<file path="src/rtl/mem_access_16b.sv">
// Load/store unit: turns one 8- or 16-bit access into little-endian byte
// cycles on the 8-bit external bus, with an optional per-phase ack timeout.
module mem_access_16b #(
    parameter int unsigned TIMEOUT = 0
) (
    input  logic        clk,
    input  logic        rst,
    input  logic        req_valid,
    output logic        req_ready,
    input  logic        req_we,
    input  logic        req_wide,
    input  logic [15:0] addr,
    input  logic [15:0] wdata,
    output logic [15:0] rdata,
    output logic        done,
    output logic        err,
    output logic        bus_req,
    output logic        bus_we,
    output logic [15:0] bus_addr,
    output logic [7:0]  bus_wdata,
    input  logic [7:0]  bus_rdata,
    input  logic        bus_ack
);

    localparam int unsigned CW = (TIMEOUT > 1) ? $clog2(TIMEOUT) : 1;
    localparam logic [CW-1:0] LIMIT = CW'((TIMEOUT > 0) ? TIMEOUT - 1 : 0);

    typedef enum logic [2:0] {
        IDLE,
        LO,
        HI,
        FIN,
        ERR
    } state_t;

    state_t        state, state_n;
    logic [15:0]   addr_q;
    logic [15:0]   wdata_q;
    logic          we_q;
    logic          wide_q;
    logic [7:0]    stage_lo;
    logic [CW-1:0] wait_cnt;
    logic          in_phase;
    logic          timed_out;

    assign in_phase = (state == LO) || (state == HI);

    // Abort once this cycle would be the TIMEOUT-th consecutive unacked cycle.
    assign timed_out = (TIMEOUT != 0) && !bus_ack && (wait_cnt == LIMIT);

    always_comb begin
        state_n = state;
        case (state)
            IDLE: if (req_valid) state_n = LO;
            LO: begin
                if (bus_ack)        state_n = wide_q ? HI : FIN;
                else if (timed_out) state_n = ERR;
            end
            HI: begin
                if (bus_ack)        state_n = FIN;
                else if (timed_out) state_n = ERR;
            end
            FIN:     state_n = IDLE;
            ERR:     state_n = IDLE;
            default: state_n = IDLE;
        endcase
    end

    always_comb begin
        req_ready = (state == IDLE) && !rst;
        done      = (state == FIN);
        err       = (state == ERR);
        bus_req   = in_phase;
        bus_we    = in_phase && we_q;
        bus_addr  = '0;
        bus_wdata = '0;
        if (state == LO) begin
            bus_addr  = addr_q;
            bus_wdata = wdata_q[7:0];
        end else if (state == HI) begin
            bus_addr  = addr_q + 16'd1;
            bus_wdata = wdata_q[15:8];
        end
    end

    always_ff @(posedge clk) begin
        if (rst) begin
            state    <= IDLE;
            addr_q   <= '0;
            wdata_q  <= '0;
            we_q     <= 1'b0;
            wide_q   <= 1'b0;
            stage_lo <= '0;
            rdata    <= '0;
            wait_cnt <= '0;
        end else begin
            state <= state_n;
            if (state == IDLE && req_valid) begin
                addr_q  <= addr;
                wdata_q <= wdata;
                we_q    <= req_we;
                wide_q  <= req_wide;
            end
            // rdata is written on the ack that ends the last phase, so it is
            // already valid in the FIN cycle.
            if (state == LO && bus_ack && !we_q) begin
                stage_lo <= bus_rdata;
                if (!wide_q) rdata <= {8'h00, bus_rdata};
            end
            if (state == HI && bus_ack && !we_q) begin
                rdata <= {bus_rdata, stage_lo};
            end
            if (in_phase && !bus_ack) wait_cnt <= wait_cnt + 1'b1;
            else                      wait_cnt <= '0;
        end
    end

endmodule

</file>
<file path="config.mk">
export PLATFORM = sky130hd
export DESIGN_NAME = mem_access_16b
export DESIGN_NICKNAME = d
export VERILOG_FILES = /design/src/rtl/mem_access_16b.sv
export SDC_FILE = /design/constraint.sdc
export NUM_CORES = 1
export LEC_CHECK = 0
export BUFFER_PORTS_ARGS = -buffer_cell sky130_fd_sc_hd__buf_2
export CAP_MARGIN = 30
export CORE_MARGIN = 4
export CORE_UTILIZATION = 30
export CTS_CLUSTER_DIAMETER = 40
export CTS_CLUSTER_SIZE = 14
export DETAILED_ROUTE_END_ITERATION = 10
export HOLD_SLACK_MARGIN = 0.05
export PLACE_DENSITY = 0.55
export SYNTH_ARGS = -nofsm -noshare
export SYNTH_HDL_FRONTEND = slang
export SYNTH_SLANG_ARGS = --single-unit
</file>
<file path="constraint.sdc">
create_clock -name clk -period 3.4 [get_ports clk]
set_input_delay 0 -clock clk [delete_from_list [all_inputs] [get_ports clk]]
set_output_delay 0 -clock clk [all_outputs]
set_load 0.02 [all_outputs]
</file>
==> results of run 1 <==
[synth_stat cells (2+ instances only)]
library cell	instances	share of area [%]
a211oi_1	8	2.1
a21oi_1	46	8.2
a22oi_1	8	2.1
and2_1	3	0.67
buf_1	2	0.27
buf_2	5	0.89
clkbuf_1	22	2.9
dfxtp_1	60	43
ha_1	6	2.7
inv_1	5	0.67
mux2i_1	9	3.2
nand2_1	103	14
nand2b_1	3	0.67
nand3_1	12	2.1
nand4_1	6	1.3
nor2_1	28	3.7
nor2b_1	3	0.67
nor3_1	5	0.89
nor4_1	4	0.89
o21ai_0	14	2.5
or3_1	3	0.67
xnor2_1	8	2.5
[what timing repair did]
action                                 CTS  global route
hold buffers                            43             0
endpoints found under the hold margin   55             0
setup endpoints to repair                0             0
[sequential cells by signal, indices dropped and copies added (netlist names)]
| register | cells |
|---|---|
| wide_q | 1 |
| we_q | 1 |
| addr_q | 16 |
| wdata_q | 16 |
| rdata | 16 |
| stage_lo | 8 |
| state | 2 |
[through the flow]
step	util, %	hold slack, ns	setup slack (ns)	cell area [µm²]	total power (µW)
floorplan	-	0.136	1.47	2820	1650
global placement	36.0	0.244	0.936	3310	1930
detailed placement	36.2	0.247	0.820	3330	1950
CTS	43.3	0.0569	0.619	3990	2730
global route	43.3	0.0679	0.445	3990	2890
finish	43.3	0.0631	0.661	3990	2690
[report_power, final]
part,switching (µW),leakage (µW),total (µW),internal (µW)
clock network,298,0.000116,730,432
registers,115,0.000490,958,843
logic,647,0.00105,1010,359
[routing by layer]
| layer | up-vias | global-route usage [%] |
|---|---|---|
| met3 | 15 | 2.96 |
| met5 | - | 0 |
| met2 | 83 | 25.3 |
| met1 | 1323 | 19.7 |
| met4 | 0 | 6.75 |
| li1 | 1511 | - |
[final cells by class]
cell class	instances	area (µm²)
clock inverters	6	87.6
repair buffers	137	926
multi-input cells	282	1480
inverters	5	18.8
clock buffers	10	138
well taps	111	139
fillers	973	5210
flip-flops and latches	60	1200
[cell families (layout without fill, tap and decap cells)]
group / count (synthesis) / after routing
and+or+nand+nor: 175 / 175
AOI/OAI and AO/OA: 82 / 82
DFF: 60 / 60
buffers and inverters: 35 / 158
xor gates and xnor gates: 9 / 9
muxes: 9 / 9
adders and majority gates: 6 / 6
other: 1 / 1
[critical path, stage by stage (launching register included)]
cell	delay, ns
dfxtp_1	0.39
inv_1	0.08
ha_1	0.47
buf_4	0.32
nand4b_2	0.27
or4_1	0.54
a21oi_1	0.14
buf_2	0.19
[layout by cell type (no fill, tap or decap), types with 8 or more instances in the layout]
master         instances
nand2_1              103
buf_2                 89
dfxtp_1               60
a21oi_1               46
dlygate4sd3_1         43
nor2_1                28
o21ai_0               14
nand3_1               12
clkbuf_8              10
mux2i_1                9
xnor2_1                8
a211oi_1               8
a22oi_1                8
[final timing paths]
kind / slack, ns / startpoint / cells after the start / to
setup / recovery: 0.66 / state[1] / 7 / bus_addr[15]
hold / removal: 0.06 / rst / 2 / rdata[8]
setup reg to reg: 0.82 / state[1] / 6 / state[0]
hold reg to reg: 0.45 / stage_lo[6] / 2 / stage_lo[6]
==> impl_metrics.yaml, run 1 <==
drt:
  via_per_inst: 4.80
  ant_nets: 0
  route.met2.wl_mm: 3.99
  drt-total-wl_mm: 8.39
  wl_per_cell_um: 13.7
  met3_length_um: 412
  top_layer: "met4"
  via_count: 2932
  remaining_drc_errors: 0
  drt-pass1-iter-count: 4
  first_iter_violations: 80
  wl_met1_mm: 3.80
timing:
  fin_setup_tns_ns: 0
  finalCritPeriodShare_pct: 80.6
  max_freq_ghz: 0.365
  setup_viol: 0
  slew_viol_final: 0
  timing.slew.headroom_pct: 43.9
  finalHoldViolations: 0
  skew_ns: 0.0109
  worstMarginPinSlew_ns: 0.839
  rsz0062_at_grt: "no"
  period_needed_ns: 2.74
synth:
  ys_warn_count: 0
  synth_mux_area_share_pct: 3.20
  synth_seq_area_share_pct: 42.6
  synth_xor_area_share_pct: 2.80
  netlist_instances: 377
  synth_top_family_by_area: "simple AND/OR/NAND/NOR gates"
  synth_simple_gate_area_share_pct: 27.2
  avgSynthCellArea_um2: 7.48
  async_flop_share_pct: 0
  syn-cell-area_mm2: 0.00282
  post_synth_num_cell_types: 36
  ys_ff_latch: 60
  synth_nets: 429
  ys.flop_type: "dfxtp_1"
  synthAdderAreaFrac_pct: 2.66
  synth_compound_area_share_pct: 16.4
  synth_edf_count: 0
power:
  vdd_drop_max_mv: 0.272
  power_density_mw_per_mm2: 676
  cellLeakagePower_uw: 0.00165
clock_tree:
  htree_levels: 3
  clock-root-buffer: "clkbuf_8"
  clk_pin_slew_ns: 0.07
  cts_tree: "yes"
  cts_resized: 0
  clock_latency_ns: 0.34
  cts_setup_buffers: 0
  cts_sinks: 60
  clockBufferDepth: 2
  cts_buffers: 9
floorplanning:
  die_x_um: 105
  die_area_mm2: 0.0110
  start_util_pct: 30.7
  io_pins: 91
  die_h_um: 105
  core-area_mm2: 0.00920
  fp-row-count: 35
final_layout:
  instances_no_fill: 611
  final_nets: 547
  area_growth_pct: 41.4
  diodes: 0
  drive_gt1_share_pct: 22.4
setup_path:
  cp-start-kind: "flop"
  end_kind: "output pin"
  crit_type: "reg -> out"
  cp.required_ns: 3.40
  worst-endpoint-arrival_ns: 2.74
  critical_path.max_fanout: 25
global_route:
  grt_max_degree: 42
  grt_usage_pct: 15.5
  antenna_found_initial: 0
  grt_pass1_wl_mm: 13.8
  grt-ovfl-total: 0
  grt_pass1_vias: 2830
outcome:
  outcome: "finished clean"
hold_path:
  hp-class: "in -> reg"
job:
  cap_violations: 0
placed_design:
  dp_hpwl_mm: 5.68
  placed_cells: 552
  io_buffers: 89
  place.gp.congestion: 0.761
No activity file was read; power rests on OpenSTA's default activity.
==> run 2: changes to the inputs <==
--- a/config.mk
+++ b/config.mk
@@ -5,6 +5,7 @@
 export SDC_FILE = /design/constraint.sdc
 export NUM_CORES = 1
 export LEC_CHECK = 0
+export ABC_AREA = 1
 export BUFFER_PORTS_ARGS = -buffer_cell sky130_fd_sc_hd__buf_2
 export CAP_MARGIN = 30
 export CORE_MARGIN = 4
@@ -13,7 +14,7 @@
 export CTS_CLUSTER_SIZE = 14
 export DETAILED_ROUTE_END_ITERATION = 10
 export HOLD_SLACK_MARGIN = 0.05
-export PLACE_DENSITY = 0.55
+export PLACE_DENSITY = 0.57
 export SYNTH_ARGS = -nofsm -noshare
 export SYNTH_HDL_FRONTEND = slang
 export SYNTH_SLANG_ARGS = --single-unit
==> constraint.sdc (replaced) <==
create_clock -name clk -period 2.5 [get_ports clk]
set_input_delay 0 -clock clk [delete_from_list [all_inputs] [get_ports clk]]
set_output_delay 0 -clock clk [all_outputs]
set_load 0.02 [all_outputs]
==> run 2 against run 1 <==
Highest routed layer unchanged. Critical endpoint is now bus_addr[8]. Total power grew 44%. Sequential power grew 41%. Synthesized cell count up 13%. Flip-flop and latch count stayed put. Clock power rose by 23%. Clock skew decreased by 0.00092 ns. Utilization increased by 0.95 points. Area after synthesis up 1.5%.
==> impl_metrics.yaml, run 2 <==
drt:
  via_per_inst: 4.53
  drt-total-wl_mm: 8.50
  drt-pass1-iter-count: 4
  via_count: 3146
  wl_per_cell_um: 12.2
  first_iter_violations: 123
  ant_nets: 0
  remaining_drc_errors: 0
setup_path:
  end_kind: "output pin"
  cp-start-kind: "flop"
  worst-endpoint-arrival_ns: 2.14
  critical_path.max_fanout: 17
  crit_type: "reg -> out"
  cp.required_ns: 2.50
placed_design:
  io_buffers: 89
  dp_hpwl_mm: 5.90
  place.gp.congestion: 0.875
outcome:
  outcome: "finished clean"
global_route:
  grt_pass1_vias: 3099
  grt_max_degree: 37
  grt_pass1_wl_mm: 14.3
  antenna_found_initial: 0
  grt-ovfl-total: 0
  grt_usage_pct: 15.8
clock_tree:
  clk_pin_slew_ns: 0.07
  clockBufferDepth: 2
  clock_latency_ns: 0.34
  clock-root-buffer: "clkbuf_8"
  cts_setup_buffers: 0
  htree_levels: 3
  cts_buffers: 9
  cts_sinks: 60
  cts_tree: "yes"
timing:
  period_needed_ns: 2.14
  max_freq_ghz: 0.467
  rsz0062_at_grt: "no"
  fin_setup_tns_ns: 0
  finalHoldViolations: 0
  slew_viol_final: 0
  setup_viol: 0
  skew_ns: 0.00995
  finalCritPeriodShare_pct: 85.6
  timing.slew.headroom_pct: 52.4
  worstMarginPinSlew_ns: 0.714
power:
  power_density_mw_per_mm2: 942
  cellLeakagePower_uw: 0.00195
  vdd_drop_max_mv: 0.464
final_layout:
  final_util_pct: 44.3
  drive_gt1_share_pct: 20.9
  mostFrequentLayoutCells: "89 x buf_2, 88 x nor2_1, 74 x nand2_1, 65 x o21ai_0, 60 x dfxtp_1"
  final_nets: 612
  reg_top3: "addr_q (16), rdata (16), wdata_q (16)"
  diodes: 0
  final_common_cell: "buf_2"
  area_growth_pct: 43.7
floorplanning:
  io_pins: 91
  core-area_mm2: 0.00928
  die_x_um: 106
  start_util_pct: 30.8
  die_area_mm2: 0.0112
  die_h_um: 106
  fp-row-count: 35
synth:
  yosys-top-cells-count: "88 x nor2_1, 74 x nand2_1, 65 x o21ai_0"
  synth_edf_count: 0
  ys_ff_latch: 60
  ys.flop_type: "dfxtp_1"
  yosys.area.top_type: "dfxtp_1"
  async_flop_share_pct: 0
  synthTopCellsByArea: "dfxtp_1 42%, nor2_1 12%, o21ai_0 11%"
  synth_seq_area_share_pct: 42.0
  post-synth-top-count-cell: "nor2_1"
  netlist_instances: 425
  syn-cell-area_mm2: 0.00286
  synth.top_cell.area_share_pct: 42.0
  synth_nets: 477
  post_synth_num_cell_types: 23
  ys_warn_count: 0
  avgSynthCellArea_um2: 6.73
job:
  cap_violations: 0
hold_path:
  hp-class: "in -> reg"
## run 2: cell types whose count changed in the layout (fill, tap and decap cells not counted), moves of 9 or more
| cell | delta |
|---|---|
| inv_1 | +32 |
| mux2i_1 | -9 |
| nand2_1 | -29 |
| nor2_1 | +60 |
| o21ai_0 | +51 |
## run 2: timing repair
action                                 in CTS  in global routing
endpoints found under the hold margin      56                  0
gates resized for setup                     0                  0
hold buffers                               50                  0
## run 2: area by class of cell
class | instances | area [µm²]
sequential | 60 | 1200
multi-input combinational | 305 | 1410
timing repair buffer | 144 | 983
fill | 997 | 5170
clock inverter | 6 | 71.3
inverter | 40 | 150
tap | 129 | 161
clock buffer | 10 | 138
## run 2: critical path, cell delays in order (launching register included)
cell	delay (ns)
dfxtp_1	0.39
inv_1	0.08
ha_1	0.20
inv_2	0.24
nand2_1	0.32
inv_1	0.22
o21ai_0	0.11
nand2_1	0.06
inv_1	0.03
buf_2	0.14
## run 2: layer usage
metal,global-route usage [%],wire length (µm),up-vias
li1,-,-,1630
met1,18.0,3710,1407
met2,27.7,4170,93
met3,5.02,465,16
met4,5.46,153,0
met5,0,0,-
## run 2: worst paths after layout
path | start | end | slack (ns) | cells past startpoint
worst max-delay path | state[1] | bus_addr[8] | 0.36 | 9
worst min-delay path | req_valid | state[0] | 0.10 | 4
worst max register to register | state[0] | rdata[12] | 0.45 | 7
worst min register to register | stage_lo[2] | stage_lo[2] | 0.46 | 2
## run 2: cell families (layout without fill, tap and decap cells)
logic type	count (synthesis)	after routing	synth area share, %
AO/OA/AOI/OAI	109	109	19.6
buffers and inverters	60	200	8.83
other	1	1	0.131
adder cells (fa/ha/maj)	6	6	2.62
flip-flops	60	60	42.0
AND/OR/NAND/NOR	189	189	26.8
## run 2: power by group
part | internal [µW] | total, µW | leakage [µW] | switching [µW]
clock | 494 | 901 | 0.0000991 | 407
sequential | 1190 | 1350 | 0.000493 | 159
combinational | 552 | 1620 | 0.00135 | 1070
## run 2: through the flow
step           hold slack (ns)  instances  power, µW  setup slack [ns]  area, µm²
6_report                 0.102        694       3880             0.361       4110
3_5_place_dp             0.263        628       2930             0.621       3400
4_1_cts                 0.0725        694       3920             0.313       4110
3_3_place_gp             0.258        628       2900             0.694       3400
5_1_grt                  0.122        694       4210            0.0658       4110
2_1_floorplan            0.149        425       2490              1.07       2860
